### config.mk
export PLATFORM = sky130hd
export DESIGN_NAME = c1_input_loader
export DESIGN_NICKNAME = d
export VERILOG_FILES = /design/src/rtl/c1_input_loader.sv
export SDC_FILE = /design/constraint.sdc
export NUM_CORES = 1
export LEC_CHECK = 0
export ABC_AREA = 1
export CAP_MARGIN = 20
export CORE_UTILIZATION = 46
export DETAILED_ROUTE_END_ITERATION = 6
export PLACE_DENSITY = 0.9
export SETUP_SLACK_MARGIN = 0.2
export SLEW_MARGIN = 10
export SYNTH_ARGS = -nofsm -noshare
export SYNTH_HDL_FRONTEND = slang
export SYNTH_SLANG_ARGS = --single-unit
### constraint.sdc
create_clock -name clk -period 4.7 [get_ports clk]
set_clock_uncertainty 0.1 [all_clocks]
set_input_delay 0.94 -clock clk [delete_from_list [all_inputs] [get_ports clk]]
set_output_delay 0.94 -clock clk [all_outputs]
set_load 0.02 [all_outputs]
### src/rtl/c1_input_loader.sv
// c1_input_loader: streams one image into the replicated C1S2 input buffers, then runs the layer until work_finished.
module c1_input_loader #(
  parameter int DATA_W    = 16,
  parameter int ADDR_W    = 32,
  parameter int IMG_W     = 32,
  parameter int IMG_H     = 32,
  parameter int BASE_ADDR = 0
) (
  input  logic              clk,
  input  logic              rst,
  input  logic              start,
  output logic              busy,
  input  logic              s_valid,
  input  logic [DATA_W-1:0] s_data,
  input  logic              s_last,
  output logic              s_ready,
  output logic              buf_we,
  output logic [ADDR_W-1:0] buf_addr,
  output logic [DATA_W-1:0] buf_din,
  output logic              layer_en,
  input  logic              layer_done,
  output logic              frame_done,
  output logic              len_err
);
  localparam int CW = IMG_W > 1 ? $clog2(IMG_W) : 1;
  localparam int RW = IMG_H > 1 ? $clog2(IMG_H) : 1;
  typedef enum logic [2:0] {IDLE, LOAD, FLUSH, RUN, DONE} state_t;
  state_t state, state_n;
  logic [CW-1:0] col;
  logic [RW-1:0] row;
  logic xfer, col_end, last_px;
  assign xfer    = s_valid & s_ready;
  assign col_end = col == CW'(IMG_W - 1);
  assign last_px = col_end && row == RW'(IMG_H - 1);
  always_ff @(posedge clk) begin
    if (rst) state <= IDLE;
    else state <= state_n;
  end
  always_comb begin
    state_n = state;
    case (state)
      IDLE:    state_n = start ? LOAD : IDLE;
      LOAD:    state_n = (xfer && last_px) ? FLUSH : LOAD;
      FLUSH:   state_n = RUN;
      RUN:     state_n = layer_done ? DONE : RUN;
      DONE:    state_n = IDLE;
      default: state_n = IDLE;
    endcase
  end
  always_comb begin
    s_ready    = state == LOAD;
    busy       = state != IDLE;
    frame_done = state == DONE;
  end
  // Write port is registered, so the last pixel lands during FLUSH and layer_en starts one cycle later.
  always_ff @(posedge clk) begin
    if (rst) begin
      row      <= '0;
      col      <= '0;
      buf_we   <= 1'b0;
      buf_addr <= '0;
      buf_din  <= '0;
      layer_en <= 1'b0;
      len_err  <= 1'b0;
    end else begin
      buf_we   <= xfer;
      layer_en <= state_n == RUN;
      if (state == IDLE && start) begin
        row     <= '0;
        col     <= '0;
        len_err <= 1'b0;
      end
      if (xfer) begin
        buf_addr <= ADDR_W'(BASE_ADDR) + ADDR_W'(row) * ADDR_W'(IMG_W) + ADDR_W'(col);
        buf_din  <= s_data;
        col      <= col_end ? '0 : col + 1'b1;
        row      <= col_end ? row + 1'b1 : row;
        if (s_last != last_px) len_err <= 1'b1;
      end
    end
  end
endmodule

Word-level counts from Yosys, hierarchy flattened
Index checks and enable logic that the tools add are counted.
- output and inout port bits: 54
- memories: 0
- bits in latches: 0
- memory bits (read-only): 0
- logic and storage cells: 40
- input bits: 22
- bits in registers: 64
- bits in writable memories: 0
- multiply operators: 0
- eq/ne operators: 9
- shift operators: 0
- divide/modulo/power cells: 0
- reduce and logical (&&, ||, !) cells: 7
- multiplexer cells: 12
- order comparisons: 0
- bitwise logic cells: 1
- $add $sub $neg: 3
- operator list (kind ; count):
    5-bit two-way mux ; 5
    3-bit one-hot mux with 4 select lines ; 1
    10-bit by 5-bit adder with 11-bit output ; 1
    5-bit by 1-bit adder with 5-bit output (second input constant) ; 2
    5-bit equality test (second input constant) ; 2
    3-bit by 2-bit equality test with 1-bit output (second input constant) ; 3
    1-bit two-way mux ; 4
    3-bit by 1-bit equality test with 1-bit output (second input constant) ; 1
    3-bit equality test (second input constant) ; 1
    1-bit logical AND ; 3
    3-bit logical NOT ; 1
    3-bit two-way mux ; 1
    3-bit nonzero test ; 1
    2-bit two-way mux ; 1
    2-bit by 1-bit inequality test with 1-bit output (second input constant) ; 1
    2-bit AND reduction ; 1
    2-bit nonzero test ; 1
    1-bit bitwise AND ; 1
    1-bit inequality test ; 1

Longest topological paths before layout
Gate-level depths: netlist of the first run.
- depth in word-level cells: 6
- mapped depth: 9
- mapped depth without buffers: 9

Worst setup path after synthesis of the first run
OpenSTA, ideal clock, no wires.
- kind: register -> output
- from: register state[2]
- to: output frame_done
- cell stages (with the launch flop): 3
- slack: 2.805 ns
- required time: 3.660 ns
- data arrival time: 0.855 ns
- path buffers: 0
- path through: dfxtp_1 inv_2 nor3_1
- longest elaborated chain between the ends: 1
- RTL lines (element ; line ; source):
    start, declared ; 28 ; state_t state, state_n;
    start signal, assigned ; 37 ; else state <= state_n;
    3-bit equality test ; 53 ; frame_done = state == DONE;
    end, declared ; 22 ; output logic frame_done,
No other way between the ends.

Worst setup path in the final report of the first run
- from: register state[0]
- to: output s_ready
- longest elaborated chain between the ends: 1
- RTL lines (element ; line ; source):
    3-bit by 1-bit equality test with 1-bit output ; 51 ; s_ready = state == LOAD;
    end, declared ; 16 ; output logic s_ready,
No other way between the ends.

==> results of run 1 <==
-- routing by layer --
| metal | routed length, µm | up-vias | GRT usage |
|---|---|---|---|
| met5 | 0 | - | 0 |
| met4 | 44 | 0 | 0.0652 |
| met3 | 217 | 6 | 0.0599 |
| met2 | 1950 | 51 | 0.348 |
| met1 | 1540 | 702 | 0.203 |
| li1 | - | 823 | - |
-- kinds of logic (layout without fill, tap and decap cells) --
| kind of cell | after synthesis | count (layout) |
|---|---|---|
| buffers and inverters | 45 | 75 |
| adder cells (fa/ha/maj) | 4 | 4 |
| other | 1 | 22 |
| XOR/XNOR | 2 | 2 |
| AO/OA/AOI/OAI | 43 | 43 |
| AND/OR/NAND/NOR | 101 | 101 |
| flip-flops | 42 | 42 |
-- state kept, by name (all words and copies together), names as in the netlist --
name and flops:
buf_din 16, buf_addr 10, col 5, row 5
state 3, buf_we 1, layer_en 1, len_err 1
-- Yosys cell counts --
cell type,n,area [µm²]
nor2_1,56,210
o21ai_0,29,145
nand4_2,1,12.5
nor4_1,1,6.26
xnor2_1,1,8.76
nand3_1,12,60.1
nand2_1,24,90.1
dfxtp_1,42,841
buf_4,24,180
nand3_2,1,10.0
nand4_1,2,12.5
clkbuf_1,6,22.5
o21ai_1,1,5.00
buf_6,1,11.3
a21oi_1,13,65.1
nor3_1,1,5.00
nand2_2,1,6.26
ha_1,4,50.1
inv_2,2,7.51
conb_1,1,3.75
nor2_4,2,22.5
xor2_1,1,8.76
inv_1,12,45.0
-- critical path, stage by stage, from the launching register on --
cell             delay (ns)
dfxtp_1                0.37
inv_2                  0.07
nor2_4                 0.11
nand2_2                0.09
inv_1                  0.09
clkdlybuf4s50_1        0.60
-- worst max path at each step --
stage                        startpoint                   to  cells after the start
floorplan           state[2]$_SDFF_PP0_           frame_done                      2
global placement                    rst  col[1]$_SDFFE_PP0P_                      6
detailed placement                  rst  col[4]$_SDFFE_PP0P_                      6
CTS                 state[0]$_SDFF_PP0_              s_ready                      5
global route        state[0]$_SDFF_PP0_              s_ready                      5
finish              state[0]$_SDFF_PP0_              s_ready                      5
-- cells in the final DEF, fill, tap and decap left out --
master	netlist	routed
nand2_2	1	1
nand3_1	12	12
clkbuf_1	6	1
dfxtp_1	42	42
a21oi_1	13	13
nor2_4	2	2
o21ai_0	29	29
clkbuf_8	0	6
nor2_1	56	56
nor4_1	1	1
clkinv_2	0	1
conb_1	1	22
nor3_1	1	1
clkdlybuf4s50_1	0	53
nand4_2	1	1
xor2_1	1	1
nand4_1	2	2
inv_2	2	2
xnor2_1	1	1
o21ai_1	1	1
inv_1	12	12
ha_1	4	4
nand2_1	24	24
nand3_2	1	1
-- report_power, final --
part	internal (W)	total, W	switching (W)
clock	0.000118	0.000235	0.000117
sequential	0.000372	0.000380	0.00000849
combinational	0.0000556	0.000132	0.0000760
total	0.000546	0.000747	0.000201
-- metrics by stage --
step / power [W] / worst slack (ns) / hold WS, ns
after floorplan: 0.000478 / 2.81 / 0.319
final: 0.000747 / 2.04 / 0.343
after detailed placement: 0.000519 / 1.97 / 0.329
after global routing: 0.000787 / 1.94 / 0.375
after global placement: 0.000517 / 2.02 / 0.327
after CTS: 0.000753 / 2.03 / 0.340
-- layout make-up --
class	instances	area, µm²
clock buffers	7	86.3
clock inverters	1	5.00
fillers	340	1370
inverters	14	52.6
multi-input cells	172	801
flip-flops and latches	42	841
well taps	48	60.1
repair buffers	53	531
==> metrics, run 1 <==
status=finished clean; # nets final=314; Overflow after GRT=0; Rows=22; Critical Path AT=1.62 ns; worst skew pair latency=0.29 ns; CP max FO=3; Required @ worst endpoint=3.66 ns; post-synthesis compound-gate area fraction=0.118; Slew @ Worst Pin=0.730 ns; worst r2r path cells=7; Die Ht=65.1 µm; simple logic cell fraction of the synthesized area=0.238; r2r startpoint=state[0]$_SDFF_PP0_; cts hold-fix bufs=0; Synth Instances=238; DIE AREA=4230 µm²; number of DRC markers in iteration 0=103; R2R Path End=state[0]$_SDFF_PP0_; synth warn=0; period utilization=0.567; Hold Startpoint=state[2]$_SDFF_PP0_; Final setup violation count=0; Pwr Density=314 nW/µm²; largest family of logic cells by synthesized area=simple AND/OR/NAND/NOR gates; antenna fix cells=0; I/O Pins=76; routability cong.=0.763; CTS Root Cell=clkbuf_8; Max Cap Viol=0; DR vias=1582; gr usage total=0.190; CTS tree=built; Max Slew Vio Count=0; Yosys reg bits=42; unrepaired setup endpoints after global routing=no; first-pass GRT wire length=6160 µm; Setup crit end kind=primary output; Detail Placement HPWL=2600 µm; Area Growth Syn to Fin=29.9%; first drt pass iteration count=4; Final Instance Area=2380 µm²; clock tree buffer depth=2; final core occ=0.635; setup_tns=0 ns; Netlist Area Pre-Place=1830 µm²; Worst setup SP type=register; Inst Count DP=329; Post-CTS Setup Inserts=0; Clock Sinks=42; htree depth=2; Avg Synthesized Cell Area=7.69 µm²; Layout Cells excl Fill=337; Placed Area=2280 µm²; worst min-delay path category=reg2reg; crit path time final=2.66 ns; share of cells above drive strength 1=0.0484; port bufs=53; Final ANT Viol Nets=0; Hold Path Stages=1; core footprint=3740 µm²; Resized Gates After CTS=0; clk slew on worst S/H paths=0.07 ns; Post-Synth XOR/XNOR Area=0.00958; initial core utilization=0.489; P_leak=0.979 nW; Final Hold Fails=0; final routed DRC violation total=0; hold endpoint=state[2]$_SDFF_PP0_; vias in the first global route=1442; Synth Area in Adders=0.0274; drt via density=4.69; die width=65.1 µm; Crit Path Category=reg2out; post-synthesis mux area share=0; DRT Wirelength=3750 µm; TritonCTS Buffers=5; wire per inst=11.1 µm; relative slew slack=0.513; r2r setup slk=2.81 ns; Synth cell types=23; initial antenna violation count=0; sequential share of the synthesized area=0.460; largest net degree at the start of global routing=33; peak supply drop=0.154 mV; Fmax achieved=376 MHz
Power figures use the tool's default switching activity.
==> run 2, diff against run 1 <==
CORE_UTILIZATION = 42   (was 46)
PLACE_DENSITY = 0.84   (was 0.9)
clock period = 2.6 ns   (was 4.7 ns; I/O delays follow)
==> metrics, run 2 (synthesis results as in run 1) <==
Gate power share=0.169 (-0.007); Required @ worst endpoint=1.98 ns (-1.68 ns); Die Ht=68.0 µm (+4.5%); initial core utilization=0.448 (-0.0410); worst skew pair latency=0.29 ns (about the same); period utilization=0.872; TritonCTS Buffers=5 (unchanged); Biggest register=buf_din; I/O Pins=76 (unchanged); biggest regs=buf_din: 16 flops, buf_addr: 10 flops; setup_tns=0 ns (unchanged); r2r startpoint=col[0]$_SDFFE_PP0P_; number of DRC markers in iteration 0=75 (-27%); Fmax achieved=441 MHz; drt via density=4.66 (-0.65%); worst hold slack=0.359 ns (+0.0162 ns); antenna fix cells=0 (unchanged); post-placement worst setup slack=0.436 ns (-1.54 ns); Clock Sinks=42 (unchanged); largest net degree at the start of global routing=29 (-12%); DR vias=1595 (+0.82%); wire per inst=11.0 µm (-0.88%); gr usage total=0.173 (-0.0164); Overflow after GRT=0 (unchanged); Area Growth Syn to Fin=32.3%; routability cong.=0.790 (+3.5%); DIE AREA=4620 µm² (+9.2%); Design Power=0.00143 W (+92%); worst r2r path cells=8 (+1); slowest CP cell=clkdlybuf4s50_1; Largest register FFs=16 (unchanged); CP bufs+invs=3 (unchanged); switching power=0.000371 W (+84%); Final Hold Fails=0 (unchanged); P_leak=0.997 nW (+1.8%); CTS tree=built; most common cell after layout, fill and taps aside=nor2_1; Hold Startpoint=state[2]$_SDFF_PP0_; r2r setup slk=0.80 ns (-2.01 ns); unrepaired setup endpoints after global routing=no; core footprint=4090 µm² (+9.2%); Hold Path Stages=1 (unchanged); vias in the first global route=1403 (-2.7%); Final ANT Viol Nets=0 (unchanged); Detail Placement HPWL=2710 µm (+4.2%); first drt pass iteration count=4 (unchanged); Max Cap Viol=0 (unchanged); htree depth=2 (unchanged); CP max FO=3 (unchanged); initial antenna violation count=0 (unchanged); final worst slack=0.333 ns (-1.70 ns); peak supply drop=0.347 mV (+130%); status=finished clean; die width=68.0 µm (+4.5%); Cell Chain, Critical Path=inv_2 > nor2_4 > nand2_2 > inv_1 > clkdlybuf4s50_1; Crit Path Category=reg2out; Worst setup SP type=register; CTS Root Cell=clkbuf_8; most frequent cells in the layout=56 x nor2_1, 53 x clkdlybuf4s50_1, 42 x dfxtp_1; clk slew on worst S/H paths=0.08 ns (about the same); Final setup violation count=0 (unchanged); worst min-delay path category=reg2reg; Int Power=0.00106 W (+94%); hold endpoint=state[2]$_SDFF_PP0_; switching portion of total power=0.259 (-0.0103); DRT Wirelength=3770 µm (+0.59%); Critical Path AT=1.65 ns (+0.03 ns); port bufs=53 (unchanged); cts hold-fix bufs=0 (unchanged); Clock power frac=0.352 (+0.037); R2R Path End=row[1]$_SDFFE_PP0P_; clock tree buffer depth=2 (unchanged); # nets final=317 (+0.96%); critical path's top delay family=buffers and inverters; Resized Gates After CTS=0 (unchanged); CP peak stage delay=0.60 ns (about the same); Pwr Density=592 nW/µm² (+88%); Placed Area=2310 µm² (+1.1%); Rows=23 (+4.5%); first-pass GRT wire length=5890 µm (-4.4%); crit path time final=2.27 ns; share of cells above drive strength 1=0.0582 (+0.00978); final routed DRC violation total=0 (unchanged); Max Slew Vio Count=0 (unchanged); Post-CTS Setup Inserts=0 (unchanged); sequential power share=0.480 (-0.029); Final Instance Area=2420 µm² (+1.8%); Setup crit end kind=primary output
run 2: power groups by stage:
stage | Sequential [W] | Combinational [W] | Clock [W]
floorplan | 0.000733 | 0.000132 | 0
detailed placement | 0.000702 | 0.000242 | 0
CTS | 0.000687 | 0.000243 | 0.000513
finish | 0.000687 | 0.000241 | 0.000504
global placement | 0.000701 | 0.000238 | 0
global route | 0.000690 | 0.000264 | 0.000541
run 2: per-stage QoR:
step	std cells	util
2_1_floorplan	259	-
3_3_place_gp	334	0.565
3_5_place_dp	334	0.565
6_report	342	0.592
5_1_grt	342	0.592
4_1_cts	342	0.592
run 2: layout make-up:
| type | instances | area, µm² |
|---|---|---|
| clock buffers | 6 | 72.6 |
| clock inverters | 2 | 37.5 |
| fillers | 374 | 1670 |
| inverters | 14 | 52.6 |
| multi-input cells | 172 | 801 |
| flip-flops and latches | 42 | 841 |
| well taps | 50 | 62.6 |
| repair buffers | 56 | 553 |
run 2: routing by layer:
layer	routed length [µm]	track usage	part of all wire	up-vias
met5	0	0	0	-
met3	200	0.0417	0.053	8
met2	1960	0.320	0.52	46
li1	-	-	-	824
met4	70	0.0911	0.019	0
met1	1550	0.178	0.41	717
run 2: worst register-to-register path, stage by stage, from the launching register on:
cell and delay, ns:
dfxtp_1 0.39, ha_1 0.18, nand2_1 0.07, nor2_1 0.09
ha_1 0.22, nand4_1 0.29, inv_1 0.19, nand2_1 0.06
a21oi_1 0.14
run 2: worst max path at each step:
stage,to,from,cells after the start
final,s_ready,state[0]$_SDFF_PP0_,5
after global routing,s_ready,state[0]$_SDFF_PP0_,5
after CTS,s_ready,state[0]$_SDFF_PP0_,5
after detailed placement,buf_din[10]$_SDFFE_PP0P_,s_valid,6
after global placement,buf_din[10]$_SDFFE_PP0P_,s_valid,6
after floorplan,row[1]$_SDFFE_PP0P_,col[0]$_SDFFE_PP0P_,8
